--- src/rtl/scanline_pos_gen_pkg.sv ---
// Shared video/scaling constants and helpers for the scanline position generator.
// Mirrors the constants that live in n64adv_vparams.vh.
package scanline_pos_gen_pkg;

    localparam int unsigned COLOR_WIDTH_O = 8;
    localparam int unsigned VSCALE_STEP_W = 12;
    localparam int unsigned VSCALE_FRAC_W = 8;
    localparam int unsigned SL_SRC_LINE_W = 11;
    localparam int unsigned VSCALE_ACC_W  = SL_SRC_LINE_W + VSCALE_FRAC_W;
    localparam logic [VSCALE_STEP_W-1:0] VSCALE_1TO1 = 12'h100;

    typedef enum logic {
        WAIT_FS,
        TRACK
    } sl_state_e;

    // Adds one line step; the integer part clamps at all-ones and the whole value freezes there.
    function automatic logic [VSCALE_ACC_W-1:0] acc_add_sat(
        input logic [VSCALE_ACC_W-1:0]  acc,
        input logic [VSCALE_STEP_W-1:0] step
    );
        logic [VSCALE_ACC_W:0] sum;
        sum = {1'b0, acc} + (VSCALE_ACC_W+1)'(step);
        if (&acc[VSCALE_ACC_W-1:VSCALE_FRAC_W])
            acc_add_sat = acc;
        else if (sum[VSCALE_ACC_W])
            acc_add_sat = {{SL_SRC_LINE_W{1'b1}}, sum[VSCALE_FRAC_W-1:0]};
        else
            acc_add_sat = sum[VSCALE_ACC_W-1:0];
    endfunction

endpackage

--- src/rtl/scanline_pos_gen_if.sv ---
// Video-in / video-out / scanline-position bundle for scanline_pos_gen.
interface scanline_pos_gen_if
    import scanline_pos_gen_pkg::*;
#(
    parameter int unsigned color_width_o = COLOR_WIDTH_O
);
    logic                       HSYNC_i;
    logic                       VSYNC_i;
    logic                       DE_i;
    logic [3*color_width_o-1:0] vdata_i;
    logic [VSCALE_STEP_W-1:0]   vscale_step_i;
    logic [VSCALE_FRAC_W-1:0]   vphase_init_i;

    logic                       HSYNC_o;
    logic                       VSYNC_o;
    logic                       DE_o;
    logic [3*color_width_o-1:0] vdata_o;
    logic [VSCALE_FRAC_W-1:0]   sl_rel_pos_o;
    logic [SL_SRC_LINE_W-1:0]   sl_src_line_o;
    logic                       sl_valid_o;

    modport master (
        output HSYNC_i, VSYNC_i, DE_i, vdata_i, vscale_step_i, vphase_init_i,
        input  HSYNC_o, VSYNC_o, DE_o, vdata_o, sl_rel_pos_o, sl_src_line_o, sl_valid_o
    );

    modport slave (
        input  HSYNC_i, VSYNC_i, DE_i, vdata_i, vscale_step_i, vphase_init_i,
        output HSYNC_o, VSYNC_o, DE_o, vdata_o, sl_rel_pos_o, sl_src_line_o, sl_valid_o
    );
endinterface

--- src/rtl/scanline_pos_gen_vid_delay_line.sv ---
// Parameterised N-stage register pipeline used to delay sync, DE and pixel data.
module vid_delay_line #(
    parameter int unsigned N = 2,
    parameter int unsigned W = 1
) (
    input  logic         VCLK_i,
    input  logic         VRST_i,
    input  logic [W-1:0] din,
    output logic [W-1:0] dout
);

    logic [W-1:0] pipe [N];

    always_ff @(posedge VCLK_i) begin
        if (VRST_i) begin
            for (int unsigned i = 0; i < N; i++)
                pipe[i] <= '0;
        end else begin
            pipe[0] <= din;
            for (int unsigned i = 1; i < N; i++)
                pipe[i] <= pipe[i-1];
        end
    end

    assign dout = pipe[N-1];

endmodule

--- src/rtl/scanline_pos_gen.sv ---
// Vertical phase tracker: accumulates a 4.8 scale step per output line and emits the
// relative position / source-line index aligned with the 2-cycle delayed video.
module scanline_pos_gen
    import scanline_pos_gen_pkg::*;
#(
    parameter bit          VSYNC_ACT_HIGH = 1'b1,
    parameter int unsigned color_width_o  = COLOR_WIDTH_O
) (
    input  logic                VCLK_i,
    input  logic                VRST_i,
    scanline_pos_gen_if.slave   vid
);

    localparam int unsigned VID_W = 3 + 3*color_width_o;

    logic [VID_W-1:0] vid_dly;

    vid_delay_line #(
        .N(2),
        .W(VID_W)
    ) u_vid_delay_line (
        .VCLK_i (VCLK_i),
        .VRST_i (VRST_i),
        .din    ({vid.HSYNC_i, vid.VSYNC_i, vid.DE_i, vid.vdata_i}),
        .dout   (vid_dly)
    );

    assign {vid.HSYNC_o, vid.VSYNC_o, vid.DE_o, vid.vdata_o} = vid_dly;

    // Stage 1: registered controls; the second vs/de flop gives the previous registered value.
    logic                     vs_act_q1, vs_act_q2;
    logic                     de_q1, de_q2;
    logic [VSCALE_STEP_W-1:0] step_q1;
    logic [VSCALE_FRAC_W-1:0] init_q1;
    logic                     fs, le;

    always_ff @(posedge VCLK_i) begin
        if (VRST_i) begin
            vs_act_q1 <= 1'b0;
            vs_act_q2 <= 1'b0;
            de_q1     <= 1'b0;
            de_q2     <= 1'b0;
            step_q1   <= '0;
            init_q1   <= '0;
        end else begin
            vs_act_q1 <= vid.VSYNC_i ~^ VSYNC_ACT_HIGH;
            vs_act_q2 <= vs_act_q1;
            de_q1     <= vid.DE_i;
            de_q2     <= de_q1;
            step_q1   <= vid.vscale_step_i;
            init_q1   <= vid.vphase_init_i;
        end
    end

    assign fs = vs_act_q1 & ~vs_act_q2;
    assign le = de_q2 & ~de_q1;

    // Stage 2: state, accumulator and position outputs.
    sl_state_e                state, state_nxt;
    logic [VSCALE_ACC_W-1:0]  acc, acc_nxt;
    logic [VSCALE_FRAC_W-1:0] rel_pos_q;
    logic [SL_SRC_LINE_W-1:0] src_line_q;
    logic                     valid_q;

    always_comb begin
        state_nxt = state;
        acc_nxt   = acc;
        unique case (state)
            WAIT_FS: begin
                acc_nxt = '0;
                if (fs) begin
                    state_nxt = TRACK;
                    acc_nxt   = VSCALE_ACC_W'(init_q1);
                end
            end
            TRACK: begin
                if (fs)
                    acc_nxt = VSCALE_ACC_W'(init_q1);
                else if (le)
                    acc_nxt = acc_add_sat(acc, step_q1);
            end
        endcase
    end

    always_ff @(posedge VCLK_i) begin
        if (VRST_i) begin
            state      <= WAIT_FS;
            acc        <= '0;
            rel_pos_q  <= '0;
            src_line_q <= '0;
            valid_q    <= 1'b0;
        end else begin
            state   <= state_nxt;
            acc     <= acc_nxt;
            valid_q <= (state_nxt == TRACK);
            // de_q1 is the next DE_o, so the position only moves outside the active window.
            if (!de_q1) begin
                rel_pos_q  <= acc_nxt[VSCALE_FRAC_W-1:0];
                src_line_q <= acc_nxt[VSCALE_ACC_W-1:VSCALE_FRAC_W];
            end
        end
    end

    assign vid.sl_rel_pos_o  = rel_pos_q;
    assign vid.sl_src_line_o = src_line_q;
    assign vid.sl_valid_o    = valid_q;

endmodule

--- src/flat_wrapper.sv ---
// flat-port wrapper written by rule: the top's interface ports become plain ports
module scanline_pos_gen_flat import scanline_pos_gen_pkg::*;
#(
    parameter bit          VSYNC_ACT_HIGH = 1'b1,
    parameter int unsigned color_width_o  = COLOR_WIDTH_O
)
  (VCLK_i, VRST_i, vid_HSYNC_i, vid_VSYNC_i, vid_DE_i, vid_vdata_i, vid_vscale_step_i, vid_vphase_init_i, vid_HSYNC_o, vid_VSYNC_o, vid_DE_o, vid_vdata_o, vid_sl_rel_pos_o, vid_sl_src_line_o, vid_sl_valid_o);
  scanline_pos_gen_if #(.color_width_o(color_width_o)) vid_i ();
  input  logic VCLK_i;
  input  logic VRST_i;
  input wire logic [$bits(vid_i.HSYNC_i)-1:0] vid_HSYNC_i;
  input wire logic [$bits(vid_i.VSYNC_i)-1:0] vid_VSYNC_i;
  input wire logic [$bits(vid_i.DE_i)-1:0] vid_DE_i;
  input wire logic [$bits(vid_i.vdata_i)-1:0] vid_vdata_i;
  input wire logic [$bits(vid_i.vscale_step_i)-1:0] vid_vscale_step_i;
  input wire logic [$bits(vid_i.vphase_init_i)-1:0] vid_vphase_init_i;
  output wire logic [$bits(vid_i.HSYNC_o)-1:0] vid_HSYNC_o;
  output wire logic [$bits(vid_i.VSYNC_o)-1:0] vid_VSYNC_o;
  output wire logic [$bits(vid_i.DE_o)-1:0] vid_DE_o;
  output wire logic [$bits(vid_i.vdata_o)-1:0] vid_vdata_o;
  output wire logic [$bits(vid_i.sl_rel_pos_o)-1:0] vid_sl_rel_pos_o;
  output wire logic [$bits(vid_i.sl_src_line_o)-1:0] vid_sl_src_line_o;
  output wire logic [$bits(vid_i.sl_valid_o)-1:0] vid_sl_valid_o;
  assign vid_i.HSYNC_i = vid_HSYNC_i;
  assign vid_i.VSYNC_i = vid_VSYNC_i;
  assign vid_i.DE_i = vid_DE_i;
  assign vid_i.vdata_i = vid_vdata_i;
  assign vid_i.vscale_step_i = vid_vscale_step_i;
  assign vid_i.vphase_init_i = vid_vphase_init_i;
  assign vid_HSYNC_o = vid_i.HSYNC_o;
  assign vid_VSYNC_o = vid_i.VSYNC_o;
  assign vid_DE_o = vid_i.DE_o;
  assign vid_vdata_o = vid_i.vdata_o;
  assign vid_sl_rel_pos_o = vid_i.sl_rel_pos_o;
  assign vid_sl_src_line_o = vid_i.sl_src_line_o;
  assign vid_sl_valid_o = vid_i.sl_valid_o;
  scanline_pos_gen #(.VSYNC_ACT_HIGH(VSYNC_ACT_HIGH), .color_width_o(color_width_o)) u_core (.VCLK_i(VCLK_i), .VRST_i(VRST_i), .vid(vid_i));
endmodule
--- config.mk ---
export PLATFORM = sky130hd
export DESIGN_NAME = scanline_pos_gen_flat
export DESIGN_NICKNAME = d
export VERILOG_FILES = /design/src/rtl/scanline_pos_gen_pkg.sv /design/src/rtl/scanline_pos_gen_if.sv /design/src/rtl/scanline_pos_gen_vid_delay_line.sv /design/src/rtl/scanline_pos_gen.sv /design/src/flat_wrapper.sv
export SDC_FILE = /design/constraint.sdc
export NUM_CORES = 1
export LEC_CHECK = 0
export CAP_MARGIN = 5
export CORE_AREA = 2 2 96 98
export CTS_CLUSTER_SIZE = 40
export DETAILED_ROUTE_END_ITERATION = 8
export DIE_AREA = 0 0 98 100
export GPL_ROUTABILITY_DRIVEN = 1
export GPL_TIMING_DRIVEN = 0
export PLACE_DENSITY = 0.92
export SYNTH_ARGS = -nofsm -noshare
export SYNTH_HDL_FRONTEND = slang
export SYNTH_HIERARCHICAL = 1
export SYNTH_SLANG_ARGS = --single-unit
--- constraint.sdc ---
create_clock -name VCLK_i -period 3.37 [get_ports VCLK_i]
set_clock_uncertainty 0.1 [all_clocks]
set_input_delay 0.674 -clock VCLK_i [delete_from_list [all_inputs] [get_ports VCLK_i]]
set_output_delay 0.674 -clock VCLK_i [all_outputs]
set_load 0.03 [all_outputs]
---- After elaboration in Yosys (flattened, before gate mapping) ----
Memories as Yosys holds them, arrays and structs flattened.
Cells that the tools add are included.
storage, ports and cells
  latch bits .............................. 0
  ROM bits ................................ 0
  memories ................................ 1
  bits in writable memories ............... 54
  word-level logic and storage cells ...... 33
  register bits ........................... 63
  output and inout port bits .............. 47
  input bits .............................. 49
cells by class
  mux-type cells .......................... 13
  reductions and logical operators ........ 1
  $lt $le $gt $ge ......................... 0
  divide/modulo/power cells ............... 0
  equal/unequal tests ..................... 0
  bitwise gates (word level) .............. 7
  shifts and indexed selects .............. 0
  add/subtract/negate cells ............... 1
  $mul .................................... 0
memories
  name                          depth  bits a word  read ports  clocked after memory_dff  wr ports  line                                   source
  u_core.u_vid_delay_line.pipe  2      27           2           0                         2         scanline_pos_gen_vid_delay_line.sv:12  logic [W-1:0] pipe [N];
operator list
  cell               count
  $mux 19            4
  $mux 27            2
  $pmux 19 s2        1
  $add 19x12->20     1
  $reduce_and 11->1  1
  $mux 8             1
  $mux 1             5
  $not 1->1          3
  $and 1x1->1        2
  $or 1x1->1         2

---- Depth between registers and ports, before layout ----
  word-level depth ........................ 6
  gate-level depth with buffers ........... 10

---- By module ----
The synthesis kept the hierarchy.
by module, submodules not included
  module            cells each  seq. area each (µm²)  times used  area an instance (µm²)
  scanline_pos_gen  298         1261.2                1           2890.3
  vid_delay_line    140         1081.0                1           1646.6

---- Worst setup path after synthesis ----
OpenSTA, ideal clock, no wires.
  kind .................................... reg-to-reg
  start ................................... register u_core.acc[0]
  end ..................................... register u_core.src_line_q[8], in the netlist u_core/vid.sl_src_line_o[8]
  data arrival time ....................... 2.156 ns
  setup slack ............................. 1.055 ns
  clock period less this slack ............ 2.315 ns
  data required time ...................... 3.212 ns
  library setup time ...................... 0.058 ns
  stages on the path, launching flop included .. 11
  cell sequence ........................... dfxtp_1 -> ha_1 -> inv_1 -> fa_1 -> and2b_1 -> o211ai_1 -> o2bb2ai_2 -> o21ai_4 -> a41oi_1 -> a311oi_2 -> o22a_1
between the ends
  longest elaborated chain between the ends .. 6
RTL lines
  element                 line                        source
  from (decl)             scanline_pos_gen.sv:60      logic [VSCALE_ACC_W-1:0] acc, acc_nxt;
  from (signal assigned)  scanline_pos_gen.sv:94      acc <= acc_nxt;
  $add 19x12->20          scanline_pos_gen_pkg.sv:23  sum = {1'b0, acc} + (VSCALE_ACC_W+1)'(step);
  $mux 19                 scanline_pos_gen_pkg.sv:26  else if (sum[VSCALE_ACC_W])
  $mux 19                 scanline_pos_gen_pkg.sv:24  if (&acc[VSCALE_ACC_W-1:VSCALE_FRAC_W])
  $mux 19                 scanline_pos_gen.sv:79      else if (le)
  $mux 19                 scanline_pos_gen.sv:77      if (fs)
  $pmux 19 s2             scanline_pos_gen.sv:68      unique case (state)
  to (signal assigned)    scanline_pos_gen.sv:99      src_line_q <= acc_nxt[VSCALE_ACC_W-1:VSCALE_FRAC_W];
  to (decl)               scanline_pos_gen.sv:62      logic [SL_SRC_LINE_W-1:0] src_line_q;
Every way passes these cells.
A chain may end at the register's enable or synchronous reset.

---- Worst setup path after layout ----
Ends and elaborated chain as after synthesis.

==> results.tsv <==
metric	value	unit
Crit Path Max Fanout	8	
Hold Buf Count CTS	0	
critical path required time	3.71	ns
setup TNS	0	ns
initial antenna violation count	0	
TritonRoute pass-1 iters	5	
fin. max-slew vios	0	
Via density	5.29	
post-DR wirelength/cell	15.8	um
row count	35	
overall routing resource usage	21.9	%
Post-synth EDFFs	0	
clk buf depth	2	
Final Cycle Share	82.0	%
CP arrival	3.10	ns
synthesized cell area	4540	um^2
Critical R2R Capture	u_core/vid.sl_src_line_o[8]	
# setup viols final	0	
reg2reg path depth	10	
largest net degree at the start of global routing	17	
Synth Area per Inst	10.4	um^2
Cell Count, Final, Fillers Out	676	
worst-margin pin slew	0.705	ns
Final Critical Period	2.76	ns
FMAX	362	MHz
DRC violations left	0	
CP startpoint	u_core/acc[0]	
multi-input logic area	1860	um^2
nets@finish	614	
detailed placement HPWL	7.48	mm
CP Class	reg2reg	
Synth warnings	6	
Total Power	0.00340	W
# fillers	637	
Die Wd	98	um
Post-CTS Resized	0	
Worst setup EP type	register	
CTS sink cnt	117	
vias in the first global route	3574	
Initial DRC Count	201	
drt total wl	10.7	mm
cts bufs inserted	17	
first-pass GRT wire length	16.8	mm
Ant. Diodes	0	
CTS root buf	clkbuf_8	
Top Ports	96	
sequential fraction of the synthesis area	51.6	%
Core ar.	8890	um^2
peak supply drop	0.329	mV
Net Count, Synth	500	
Hold Fails Final Rpt	0	
Mapped Cells	438	
RSZ-0062 raised after global routing	no	
biggest area consumer among synthesized cells	dfxtp_1	
Post-CTS Repair Setup Buffers	0	
Clock Latency Late Sink	0.50	ns
CTS tree	done	
clk slew on worst S/H paths	0.06	ns
placed insts	644	
GRT overflow	0	
Leak Pwr	2.55	nW
HP Class	reg2reg	
Setup crit end	u_core/vid.sl_src_line_o[8]	
asr flop ratio synth	0	%
Reg area	2340	um^2
Die Y	100	um
Synth top area share	51.6	%
top post-synthesis cells by area	dfxtp_1 (52%), nor2b_1 (11%), buf_4 (4.8%), ha_1 (3.3%), a21oi_1 (2.8%)	
Setup crit start kind	register	
Antenna Nets Post-Route	0	
Pwr per Cell Area	550	nW/um^2
layout cells sized above 1	15.9	%
initial core utilization	51.0	%
GP Congestion	0.911	
synth-to-layout area growth	36.3	%
Vias	3575	
register-to-register setup slack	0.61	ns
Max-Cap Viols	0	
die footprint	9800	um^2
worst rel slew slack	52.8	%
#FFs+latches synth	117	
post-synth cell types	59	
H-Tree Depth	4	
Buffers on Ports	95	
status	finished clean	
Most used DFF post-synth	dfxtp_1	
RR Startpoint	u_core/acc[0]	
[routing by layer]
metal | track usage, % | vias to the layer above | share of wire (%)
met3 | 5.64 | 31 | 5.5
met1 | 23.8 | 1681 | 38
met4 | 11.9 | 0 | 3.6
met5 | 0 | - | 0
li1 | - | 1706 | -
met2 | 39.3 | 157 | 53
[area by class of cell]
type | count | area share [%]
sequential | 117 | 37.9
multi-input combinational | 266 | 30.1
timing repair buffer | 95 | 15.4
clock buffer | 18 | 6.92
buffer | 44 | 4.67
tap | 111 | 2.25
clock inverter | 14 | 2.10
inverter | 11 | 0.668
[worst max-delay path, stage by stage, from the launching register on]
cell and delay [ns]:
dfxtp_1 0.36, ha_1 0.22, inv_1 0.07, fa_1 0.38
and2b_1 0.25, o211ai_1 0.15, o2bb2ai_2 0.21, o21ai_4 0.27
a41oi_1 0.20, a311oi_2 0.30, o22a_1 0.18
[registers in the layout (all words and copies together) (netlist names)]
register	cells
u_core/vid.sl_src_line_o	11
u_core/step_q1	12
u_core/vid.sl_rel_pos_o	8
u_core/init_q1	8
u_core/u_vid_delay_line/pipe	54
u_core/de_q1	1
u_core/acc	19
u_core/vid.sl_valid_o	1
u_core/de_q2	1
u_core/vs_act_q2	1
u_core/vs_act_q1	1
[cell families (layout without fill, tap and decap cells)]
group | after synthesis | count (layout) | share of synthesized area [%]
adders and majority gates | 13 | 13 | 3.75
xor gates and xnor gates | 9 | 9 | 1.74
AOI/OAI and AO/OA | 94 | 94 | 15.5
buffers and inverters | 55 | 182 | 7.28
and+or+nand+nor | 149 | 149 | 19.9
DFF | 117 | 117 | 51.6
muxes | 1 | 1 | 0.221
[layout by cell type, fill, tap and decap left out, drive strengths merged, types with 3 or more instances in the layout]
master and instances:
dfxtp 117, clkdlybuf4s50 95, nor2b 80, buf 36, a21oi 26, clkbuf 26, nor2 22, nand2 18
o21ai 18, ha 12, inv 12, clkinv 10, o22a 8, xnor2 6, a211oi 6, nand2b 5
a22oi 5, a21o 5, nand3 5, o21bai 4, and3 4, a41oi 3, a31oi 3, xor2 3
nand4 3, o21a 3
[synthesized netlist by cell type (2+ instances only)]
cell type,number
nand2_1,17
a31oi_1,3
ha_1,12
a311oi_2,2
inv_1,11
nand4_1,2
o21bai_1,4
xor2_1,3
buf_2,6
nor2b_1,80
nand3_1,4
buf_4,29
a22oi_1,5
nor3_1,2
o22a_1,8
o21a_1,2
a32oi_1,2
nor2_1,21
o21ai_0,16
a41oi_1,3
clkbuf_1,8
o21ai_4,2
nand2b_1,5
a21o_1,4
xnor2_1,6
dfxtp_1,117
and4_1,2
a21oi_1,25
a211oi_2,2
a211oi_1,4
and3_1,3
[power by group]
part	switching [W]	internal, W
clock network	0.000639	0.00100
registers	0.0000231	0.00144
logic	0.000145	0.000154
[how the worst min path moves through the flow]
stage	slack [ns]	start	endpoint	cells after the start
5_1_grt	0.35	u_core/u_vid_delay_line/pipe[0][11]	u_core/u_vid_delay_line/pipe[0][38]	1
2_1_floorplan	0.31	u_core/u_vid_delay_line/pipe[0][0]	u_core/u_vid_delay_line/pipe[0][27]	1
3_5_place_dp	0.32	u_core/u_vid_delay_line/pipe[0][17]	u_core/u_vid_delay_line/pipe[0][44]	1
4_1_cts	0.33	u_core/u_vid_delay_line/pipe[0][21]	u_core/u_vid_delay_line/pipe[0][48]	1
3_3_place_gp	0.32	u_core/u_vid_delay_line/pipe[0][13]	u_core/u_vid_delay_line/pipe[0][40]	1
6_report	0.33	u_core/u_vid_delay_line/pipe[0][21]	u_core/u_vid_delay_line/pipe[0][48]	1
[per-stage QoR]
| stage | setup slack, ns | util (%) | hold WS, ns | area (um^2) |
|---|---|---|---|---|
| after global placement | 0.533 | 63.3 | 0.318 | 5630 |
| final | 0.607 | 69.6 | 0.328 | 6180 |
| after detailed placement | 0.512 | 63.3 | 0.323 | 5630 |
| after CTS | 0.632 | 69.6 | 0.333 | 6180 |
| after global routing | 0.498 | 69.6 | 0.350 | 6180 |
| after floorplan | 1.06 | - | 0.314 | 4540 |
Note: power is estimated with default switching activity, not from simulation.
